`src/rtl/sr_controller.sv`:
```
// Instruction register, decoder and Moore control FSM for the 16-bit regfile/shifter/ALU datapath.
// Latency: 1-5 cycles with w low per instruction; load/s honoured only in WAIT, with w as the ready indication.
module sr_controller (
   input  logic        clk,
   input  logic        rst_n,
   input  logic        load,
   input  logic        s,
   input  logic [15:0] instr,
   output logic        w,
   output logic        illegal,
   output logic [15:0] datapath_in,
   output logic        wb_sel,
   output logic        w_en,
   output logic        en_A,
   output logic        en_B,
   output logic        en_C,
   output logic        en_status,
   output logic        sel_A,
   output logic        sel_B,
   output logic [2:0]  w_addr,
   output logic [2:0]  r_addr,
   output logic [1:0]  shift_op,
   output logic [1:0]  ALU_op
);

   typedef enum logic [2:0] {
      S_WAIT, S_DECODE, S_WRITE_IMM, S_LOAD_A, S_LOAD_B, S_CALC, S_WRITE_RD
   } state_t;

   state_t      state, state_nxt;
   logic [15:0] ir;

   logic [2:0] opcode, rn, rd, rm;
   logic [1:0] op, sh;
   logic       is_mov_imm, is_mov_reg, is_alu, is_cmp, is_mvn;

   assign opcode = ir[15:13];
   assign op     = ir[12:11];
   assign rn     = ir[10:8];
   assign rd     = ir[7:5];
   assign sh     = ir[4:3];
   assign rm     = ir[2:0];

   assign is_mov_imm = (opcode == 3'b110) && (op == 2'b10);
   assign is_mov_reg = (opcode == 3'b110) && (op == 2'b00);
   assign is_alu     = (opcode == 3'b101);
   assign is_cmp     = is_alu && (op == 2'b01);
   assign is_mvn     = is_alu && (op == 2'b11);

   assign datapath_in = {{8{ir[7]}}, ir[7:0]};

   // IR only moves in WAIT, so it stays frozen for the whole instruction.
   always_ff @(posedge clk or negedge rst_n) begin
      if (!rst_n) begin
         state <= S_WAIT;
         ir    <= 16'h0000;
      end else begin
         state <= state_nxt;
         if (load && (state == S_WAIT))
            ir <= instr;
      end
   end

   always_comb begin
      state_nxt = state;
      w         = 1'b0;
      illegal   = 1'b0;
      wb_sel    = 1'b0;
      w_en      = 1'b0;
      en_A      = 1'b0;
      en_B      = 1'b0;
      en_C      = 1'b0;
      en_status = 1'b0;
      sel_A     = 1'b0;
      sel_B     = 1'b0;
      w_addr    = rd;
      r_addr    = rm;
      shift_op  = sh;
      ALU_op    = is_alu ? op : 2'b00;

      case (state)
         S_WAIT: begin
            w = 1'b1;
            if (s)
               state_nxt = S_DECODE;
         end
         S_DECODE: begin
            if (is_mov_imm)
               state_nxt = S_WRITE_IMM;
            else if (is_mov_reg || is_mvn)
               state_nxt = S_LOAD_B;
            else if (is_alu)
               state_nxt = S_LOAD_A;
            else begin
               illegal   = 1'b1;
               state_nxt = S_WAIT;
            end
         end
         S_WRITE_IMM: begin
            w_addr    = rn;
            wb_sel    = 1'b1;
            w_en      = 1'b1;
            state_nxt = S_WAIT;
         end
         S_LOAD_A: begin
            r_addr    = rn;
            en_A      = 1'b1;
            state_nxt = S_LOAD_B;
         end
         S_LOAD_B: begin
            en_B      = 1'b1;
            state_nxt = S_CALC;
         end
         S_CALC: begin
            // MOV reg zeroes the A operand so the ALU add passes the shifted Rm through.
            sel_A = is_mov_reg;
            if (is_cmp) begin
               en_status = 1'b1;
               state_nxt = S_WAIT;
            end else begin
               en_C      = 1'b1;
               state_nxt = S_WRITE_RD;
            end
         end
         S_WRITE_RD: begin
            w_en      = 1'b1;
            state_nxt = S_WAIT;
         end
         default: state_nxt = S_WAIT;
      endcase
   end

endmodule

```
`config.mk`:
```
export PLATFORM = sky130hd
export DESIGN_NAME = sr_controller
export DESIGN_NICKNAME = d
export VERILOG_FILES = /design/src/rtl/sr_controller.sv
export SDC_FILE = /design/constraint.sdc
export NUM_CORES = 1
export LEC_CHECK = 0
export BUFFER_PORTS_ARGS = -buffer_cell sky130_fd_sc_hd__buf_4
export CAP_MARGIN = 10
export CELL_PAD_IN_SITES_DETAIL_PLACEMENT = 1
export CELL_PAD_IN_SITES_GLOBAL_PLACEMENT = 1
export CORE_AREA = 4 4 65 67
export DETAILED_ROUTE_END_ITERATION = 10
export DIE_AREA = 0 0 69 71
export PLACE_DENSITY_LB_ADDON = 0.2
export SETUP_SLACK_MARGIN = 0.15
export SLEW_MARGIN = 20
export SYNTH_ARGS = -nofsm -noshare
export SYNTH_HDL_FRONTEND = slang
export SYNTH_SLANG_ARGS = --single-unit
```
`constraint.sdc`:
```
create_clock -name clk -period 1.82 [get_ports clk]
set_input_delay 0.091 -clock clk [delete_from_list [all_inputs] [get_ports clk]]
set_output_delay 0.091 -clock clk [all_outputs]
set_load 0.05 [all_outputs]
```
# Yosys cells after proc, flatten, opt, wreduce, memory -nomap -nowiden
# Cells that the tools add are included.
# totals
mem_bits_ro	0
ram_bits	0
in_bits	20
n_memories	0
ff_bits	19
latchBits	0
wordCells	46
# classes
bitwise_logic	0
div	0
mux	23
magnitude_cmp	0
mul	0
addsub	0
n_reduce_logical	9
shifts	0
n_eq_ne	12
# op_table
op	count
$mux W3	6
$eq A3 B3 Y1 const B	5
$pmux W3 S5	1
$mux W1	14
$eq A3 B2 Y1 const B	2
$logic_and A1 B1 Y1	5
$eq A2 B2 Y1 const B	2
$mux W2	2
$eq A3 B1 Y1 const B	1
$logic_not A3 Y1	1
$eq A2 B1 Y1 const B	1
$logic_not A2 Y1	1
$ne A2 B2 Y1 const B	1
$reduce_or A2 Y1	1
$logic_or A1 B1 Y1	1

# Depth between registers and ports, before layout
# Gate-level depths: netlist of the first run.
# logic_depth
depth_word	6
ltp_mapped	6
ltp_nobuf	3

# Worst setup path before layout of the first run
# OpenSTA, ideal clock, no wires.
# synth_timing
path_type	register to output
start	register state[2]
end	output en_status
arrival_time_ps	1930
path_stages_with_launch	4
t_required_ps	1729
path_slack_ps	-201
path_cell_list	dfrtp_1 -> clkbuf_1 -> nand3b_1 -> nor3_1
# synth_via
elab_chain_len	2
# synth_lines
element	line_no	text
from (decl)	30	state_t state, state_nxt;
from (signal assigned)	58	state <= state_nxt;
$eq A3 B3 Y1	81	case (state)
$mux W1	81	
to (decl)	17	output logic en_status,
# No other way between the ends.

# Final worst setup path of the first run
# layout_timing
start	register state[2]
end	output w_addr[0]
# layout_via
elab_chain_len	2
# layout_lines
element	line_no	text
$eq A3 B2 Y1	81	
$mux W3	81	
to (decl)	20	output logic [2:0] w_addr,
# No other way between the ends.

==> impl_metrics.yaml, run 1 <==
run_status:
  status: "complete, no violations"
finish:
  final-instance-count-excl-fill: 193
  layout_common_cells: "55 x sky130_fd_sc_hd__buf_4, 16 x sky130_fd_sc_hd__mux2_4, 15 x sky130_fd_sc_hd__dfrtp_1, 5 x sky130_fd_sc_hd__mux2_2, 5 x sky130_fd_sc_hd__buf_6"
  layout.cells.most_common: "sky130_fd_sc_hd__buf_4"
  number_of_fill_cells_in_the_layout: 411
  final_layout_size_suffix_gt1_share_pct: 66.2
  finish.utilization_pct: 45.1
  nets: 166
  antenna-diode-count: 0
  areaGrowthSynthToFinish_pct: 36.6
setup_path:
  cp_data_arrival_time_ns: 1.54
  reg2reg_setup_slack_ns: 0.25
  rr_startpoint: "state[2]"
  worst_reg_to_reg_path_cell_count: 4
  critical_path_required_ns: 1.73
  crit_path_start: "state[2]"
  end_kind: "primary output"
  cp-endpoint: "w_addr[0]"
  crit_path_max_fanout: 5
  critical_path_class: "flip-flop to primary output"
  crit_start_category: "flip-flop"
  rr_endpoint: "ir[13]"
global_routing:
  first_pass_grt_wire_length_mm: 4.71
  vias_in_the_first_global_route: 952
  grt.overflow.total: 0
  pin_count_of_the_biggest_net_entering_global_routing: 20
  grt_util_all_layers_pct: 11.9
  antenna_found_initial: 0
logic_synthesis:
  synth_seq_cells: 19
  synthesized_instance_count: 105
  post_synth_main_area_contributors: "sky130_fd_sc_hd__dfrtp_1 40%, sky130_fd_sc_hd__buf_4 13%, sky130_fd_sc_hd__mux2_4 11%, sky130_fd_sc_hd__mux2_1 6.6%, sky130_fd_sc_hd__mux2_2 5.6%"
  synth_cell_types: 33
  synth_seq_area_share_pct: 39.6
  synth.largest_area_cell: "sky130_fd_sc_hd__dfrtp_1"
  synth.net_count: 125
  netlist_area_um2: 1200
  average_instance_area_after_synthesis_um2: 11.4
  ys.warnings.count: 0
  synth.top_cell.area_share_pct: 39.6
floorplan:
  fp.dieArea_um2: 4900
  die_height_um: 71
  design.core.area_um2: 3630
  die_width_um: 69
  initial_core_util_pct: 33.1
  num_io_pins: 56
  rows: 22
drt:
  avgRoutedWirePerCell_um: 15.2
  post_drt_via_cell_ratio: 4.56
  dr_total_vias: 881
  ant_nets: 0
  dr.first_iter.drc_count: 20
  drt_wl_total_mm: 2.93
  drc_errors: 0
  drtPass1Iterations: 3
placement:
  dpl.hpwl_mm: 2.24
  placed_cells: 184
  gpl.final_weighted_congestion: 0.767
  io_buffers: 54
cts:
  clock_tree.root_cell: "sky130_fd_sc_hd__clkbuf_8"
  clkTransAtPathRegs_ns: 0.07
  cts.path.max_buffers: 2
  cts_tree: "done"
  clk_latency_ns: 0.26
  cts.sinks: 19
  cts.htree.levels: 1
  cts_made_buffers: 3
hold_path:
  worstHoldPathType: "input port to flip-flop"
flow_run:
  max_cap_viol_count: 0
timing:
  fin_crit_ns: 1.63
  max_clk_rate_mhz: 615
  rsz0062_at_grt: "yes"
  final-setup-viol-count: 0
  hold_slack_ns: 0.0594
  skew_ns: 0.00669
  finalHoldViolCount: 0
  final.period_utilization_pct: 89.4
  slew_viol_final: 0
==> how the worst min path moves through the flow <==
stage                 end  slack [ns]  cells after the start     start
floorplan           ir[0]       -0.20                      0     rst_n
global placement    ir[5]       -0.02                      1     rst_n
detailed placement  ir[2]       -0.02                      1     rst_n
CTS                 ir[5]        0.05                      2  instr[5]
global route        ir[5]        0.04                      2  instr[5]
finish              ir[3]        0.06                      2  instr[3]
==> Yosys cell counts <==
library cell,n
sky130_fd_sc_hd__nor3_1,3
sky130_fd_sc_hd__mux2_4,9
sky130_fd_sc_hd__or3b_1,1
sky130_fd_sc_hd__dfrtp_1,19
sky130_fd_sc_hd__a21o_1,1
sky130_fd_sc_hd__o21bai_1,1
sky130_fd_sc_hd__and2_1,2
sky130_fd_sc_hd__conb_1,1
sky130_fd_sc_hd__a221oi_1,1
sky130_fd_sc_hd__buf_4,20
sky130_fd_sc_hd__a21oi_1,3
sky130_fd_sc_hd__and2_4,1
sky130_fd_sc_hd__nand3b_1,2
sky130_fd_sc_hd__clkbuf_1,1
sky130_fd_sc_hd__and2b_1,1
sky130_fd_sc_hd__and3b_1,1
sky130_fd_sc_hd__buf_6,1
sky130_fd_sc_hd__o21ai_1,1
sky130_fd_sc_hd__nor3_4,1
sky130_fd_sc_hd__nand2_1,3
sky130_fd_sc_hd__buf_2,2
sky130_fd_sc_hd__nand2b_1,1
sky130_fd_sc_hd__mux2_2,6
sky130_fd_sc_hd__mux2i_1,2
sky130_fd_sc_hd__buf_12,1
sky130_fd_sc_hd__a211oi_1,2
sky130_fd_sc_hd__nor2_1,2
sky130_fd_sc_hd__nor3b_1,1
sky130_fd_sc_hd__nand3_1,3
sky130_fd_sc_hd__mux2_1,7
sky130_fd_sc_hd__nor2b_1,1
sky130_fd_sc_hd__nand4b_1,1
sky130_fd_sc_hd__inv_1,3
==> sequential cells by signal (all words and copies together) (netlist names) <==
signal / count
ir: 16
state: 3
==> worst max-delay path, stage by stage (launching register included) <==
cell and delay (ns):
sky130_fd_sc_hd__dfrtp_2 0.44, sky130_fd_sc_hd__nor2_2 0.13, sky130_fd_sc_hd__and2_4 0.19, sky130_fd_sc_hd__mux2_2 0.33
sky130_fd_sc_hd__buf_4 0.19
==> metrics by stage <==
step                      instance area [µm²]  setup WS (ns)  TNS, ns
final                                    1640          0.194        0
after global routing                     1640          0.127        0
after CTS                                1600          0.167        0
after detailed placement                 1510          0.213        0
after global placement                   1510          0.204        0
after floorplan                          1240         -0.199   -0.886
==> layout make-up <==
class	count	area (µm²)	share of cell area, %
clock buffers	3	41.3	2.52
clock inverters	1	5.00	0.305
inverters	3	11.3	0.687
multi-input cells	58	563	34.3
flip-flops and latches	19	480	29.3
well taps	48	60.1	3.66
repair buffers	61	479	29.2
==> metal layers <==
metal | GRT usage (%) | vias to the layer above | part of all wire, %
met3 | 5.11 | 4 | 7.4
met2 | 20.6 | 34 | 50
met4 | 3.25 | 0 | 0.92
met1 | 13.3 | 423 | 42
met5 | 0 | - | 0
li1 | - | 420 | -
==> logic make-up (layout without fill, tap and decap cells) <==
| logic type | Yosys count | count (layout) | share of synthesized area [%] |
|---|---|---|---|
| and+or+nand+nor | 24 | 24 | 12.9 |
| AOI/OAI and AO/OA | 9 | 9 | 4.90 |
| DFF | 19 | 19 | 39.6 |
| other | 1 | 1 | 0.312 |
| buffers and inverters | 28 | 68 | 17.2 |
| muxes | 24 | 24 | 25.1 |
==> what timing repair did <==
action,4_1_cts,5_1_grt
resized for setup,7,8
endpoints found under the hold margin,19,0
endpoints found under the setup margin,6,7
hold buffers,1,0
setup buffers,3,1
Power of run 1 is left out: the tool's default activity adds up to more than one toggle a clock period on the data nets, which glitch-free logic cannot reach.
==> run 2, diff against run 1 <==
Settings changed: ABC_AREA set to 1, CORE_AREA 4 4 65 67 to 4 4 66 68, DIE_AREA 0 0 69 71 to 0 0 70 72, SKIP_CTS_REPAIR_TIMING set to 1.
==> impl_metrics.yaml, run 2 <==
run_status:
  status: "complete, no violations"
finish:
  final_layout_size_suffix_gt1_share_pct: 43.9
  antenna-diode-count: 0
  layout.cells.most_common: "sky130_fd_sc_hd__buf_4"
  largest_registers: "ir x16, state x3"
  final-instance-count-excl-fill: 237
  number_of_fill_cells_in_the_layout: 499
  areaGrowthSynthToFinish_pct: 36.0
  finish.utilization_pct: 40.2
  nets: 208
  layout_common_cells: "55 x sky130_fd_sc_hd__buf_4, 42 x sky130_fd_sc_hd__nand2_1, 18 x sky130_fd_sc_hd__dfrtp_1, 14 x sky130_fd_sc_hd__nand3_1, 13 x sky130_fd_sc_hd__inv_1"
  seqCellArea_um2: 477
  number_of_flip_flops_in_the_largest_register: 16
  multiInputGateArea_um2: 489
  regMostFlops: "ir"
global_routing:
  antenna_found_initial: 0
  grt_util_all_layers_pct: 12.9
  vias_in_the_first_global_route: 1123
  pin_count_of_the_biggest_net_entering_global_routing: 22
  grt.overflow.total: 0
  first_pass_grt_wire_length_mm: 5.27
setup_path:
  cp_data_arrival_time_ns: 1.54
  end_kind: "primary output"
  timing.critical_path.mode_cell: "sky130_fd_sc_hd__nand2_1"
  reg2reg_setup_slack_ns: 0.33
  worst_reg_to_reg_path_cell_count: 6
  rr_startpoint: "state[0]"
  rr_endpoint: "ir[8]"
  dominant_delay_contributor_by_cell_family_on_the_critical_path: "simple AND/OR/NAND/NOR gates"
  crit_start_category: "flip-flop"
  critical_path_required_ns: 1.73
  crit_path_max_fanout: 4
  critical_path_class: "flip-flop to primary output"
  worstPathCellList: "inv_1 -> nand2_1 -> nor2_2 -> nand2_1 -> nor3_2 -> buf_4"
  critical_path_buf_inv_count: 2
  cp_slowest_cell: "sky130_fd_sc_hd__dfrtp_1"
  cp_slowest_stage_delay_ns: 0.40
cts:
  cts.sinks: 19
  cts.htree.levels: 1
  clkTransAtPathRegs_ns: 0.07
  clock_tree.root_cell: "sky130_fd_sc_hd__clkbuf_8"
  cts.path.max_buffers: 2
  cts_tree: "done"
  clk_latency_ns: 0.25
  cts_made_buffers: 3
logic_synthesis:
  synthMostInstantiatedCell: "sky130_fd_sc_hd__nand2_1"
  post_synth_main_area_contributors: "sky130_fd_sc_hd__dfrtp_1 42%, sky130_fd_sc_hd__nand2_1 14%, sky130_fd_sc_hd__buf_4 14%, sky130_fd_sc_hd__nand3_1 6.6%, sky130_fd_sc_hd__inv_1 4.3%"
  edff_count_synth: 0
  netlist_area_um2: 1140
  synth-main-ff-cell: "sky130_fd_sc_hd__dfrtp_1"
  synthesized_instance_count: 150
  synth.largest_area_cell: "sky130_fd_sc_hd__dfrtp_1"
  average_instance_area_after_synthesis_um2: 7.59
  synth_cell_types: 19
  synth.net_count: 170
  ys.warnings.count: 0
  synth_seq_area_share_pct: 41.8
  synthTopCellsByCount: "43 x sky130_fd_sc_hd__nand2_1, 21 x sky130_fd_sc_hd__buf_4, 19 x sky130_fd_sc_hd__dfrtp_1"
  synth.top_cell.area_share_pct: 41.8
  synthArstFlopShare_pct: 100
  synth_seq_cells: 19
drt:
  post_drt_via_cell_ratio: 4.32
  ant_nets: 0
  dr.first_iter.drc_count: 21
  avgRoutedWirePerCell_um: 13.1
  dr_total_vias: 1025
  drc_errors: 0
  drtPass1Iterations: 2
  drt_wl_total_mm: 3.11
timing:
  fin_crit_ns: 1.63
  final.period_utilization_pct: 89.6
  skew_ns: 0.00325
  rsz0062_at_grt: "yes"
  finalHoldViolCount: 0
  max_slew_margin_pct: 66.5
  finalWorstSetupSlack_ns: 0.189
  final-setup-viol-count: 0
  worst_pin_slew_ns: 0.500
  totalNegativeSetupSlack_ns: 0
  max_clk_rate_mhz: 613
  slew_viol_final: 0
floorplan:
  design.core.area_um2: 3860
  rows: 23
  die_height_um: 72
  num_io_pins: 56
  fp.dieArea_um2: 5040
  die_width_um: 70
  initial_core_util_pct: 29.5
flow_run:
  max_cap_viol_count: 0
placement:
  placed_cells: 232
  gpl.final_weighted_congestion: 0.736
  placement.setup.worst_slack_ns: 0.346
  io_buffers: 54
  dpl.hpwl_mm: 2.47
hold_path:
  timing.hold.worst_endpoint: "ir[3]"
  worstHoldPathType: "input port to flip-flop"
  min_from: "instr[3]"
  hold_depth: 3
## run 2: changes by cell type in the layout (fill, tap and decap cells not counted), moves of 5 or more
| cell | before | now |
|---|---|---|
| sky130_fd_sc_hd__mux2_2 | 5 | 0 |
| sky130_fd_sc_hd__buf_6 | 5 | 0 |
| sky130_fd_sc_hd__nand2_1 | 2 | 42 |
| sky130_fd_sc_hd__nor2_2 | 1 | 8 |
| sky130_fd_sc_hd__mux2_4 | 16 | 0 |
| sky130_fd_sc_hd__nand3_1 | 3 | 14 |
| sky130_fd_sc_hd__nor2_1 | 1 | 7 |
| sky130_fd_sc_hd__inv_1 | 3 | 13 |
| sky130_fd_sc_hd__a21oi_2 | 0 | 5 |
## run 2: worst reg2reg max path: cells and delay by family (launching register included)
kind                   cells  cell delay (ns)
buffers and inverters      1             0.07
AO/OA/AOI/OAI              1             0.04
flip-flops                 1             0.45
AND/OR/NAND/NOR            4             0.79
## run 2: cells by family after synthesis
logic type | Yosys count | share of synthesized area, %
AO/OA/AOI/OAI | 13 | 7.36
buffers and inverters | 37 | 19.8
flip-flops | 19 | 41.8
other | 1 | 0.329
AND/OR/NAND/NOR | 80 | 30.8
## run 2: area by class of cell
type,instances,share of cell area [%]
well taps,50,4.04
flip-flops and latches,19,30.8
clock buffers,4,2.91
repair buffers,56,27.3
multi-input cells,94,31.6
inverters,14,3.39
## run 2: per-layer routing
metal | GRT usage, % | part of all wire (%)
met5 | 0 | 0
met4 | 3.83 | 1.0
met3 | 3.88 | 5.8
met2 | 22.1 | 50
met1 | 15.6 | 43
## run 2: through the flow
stage          cell area (µm²)  hold WS [ns]
2_1_floorplan             1180        -0.205
3_3_place_gp              1480       -0.0155
3_5_place_dp              1480       -0.0110
4_1_cts                   1530        -0.289
5_1_grt                   1550        0.0618
6_report                  1550        0.0691
## run 2: worst max-delay path by stage
stage / from / end / slack [ns] / depth (start not counted)
global route: state[2] / illegal / 0.05 / 6
global placement: state[0] / ir[8] / 0.40 / 6
CTS: state[1] / w_addr[0] / 0.14 / 6
finish: state[2] / illegal / 0.19 / 6
detailed placement: state[0] / ir[8] / 0.35 / 6
floorplan: state[2] / r_addr[0] / -0.06 / 3
Power of run 2 is left out for the same reason.
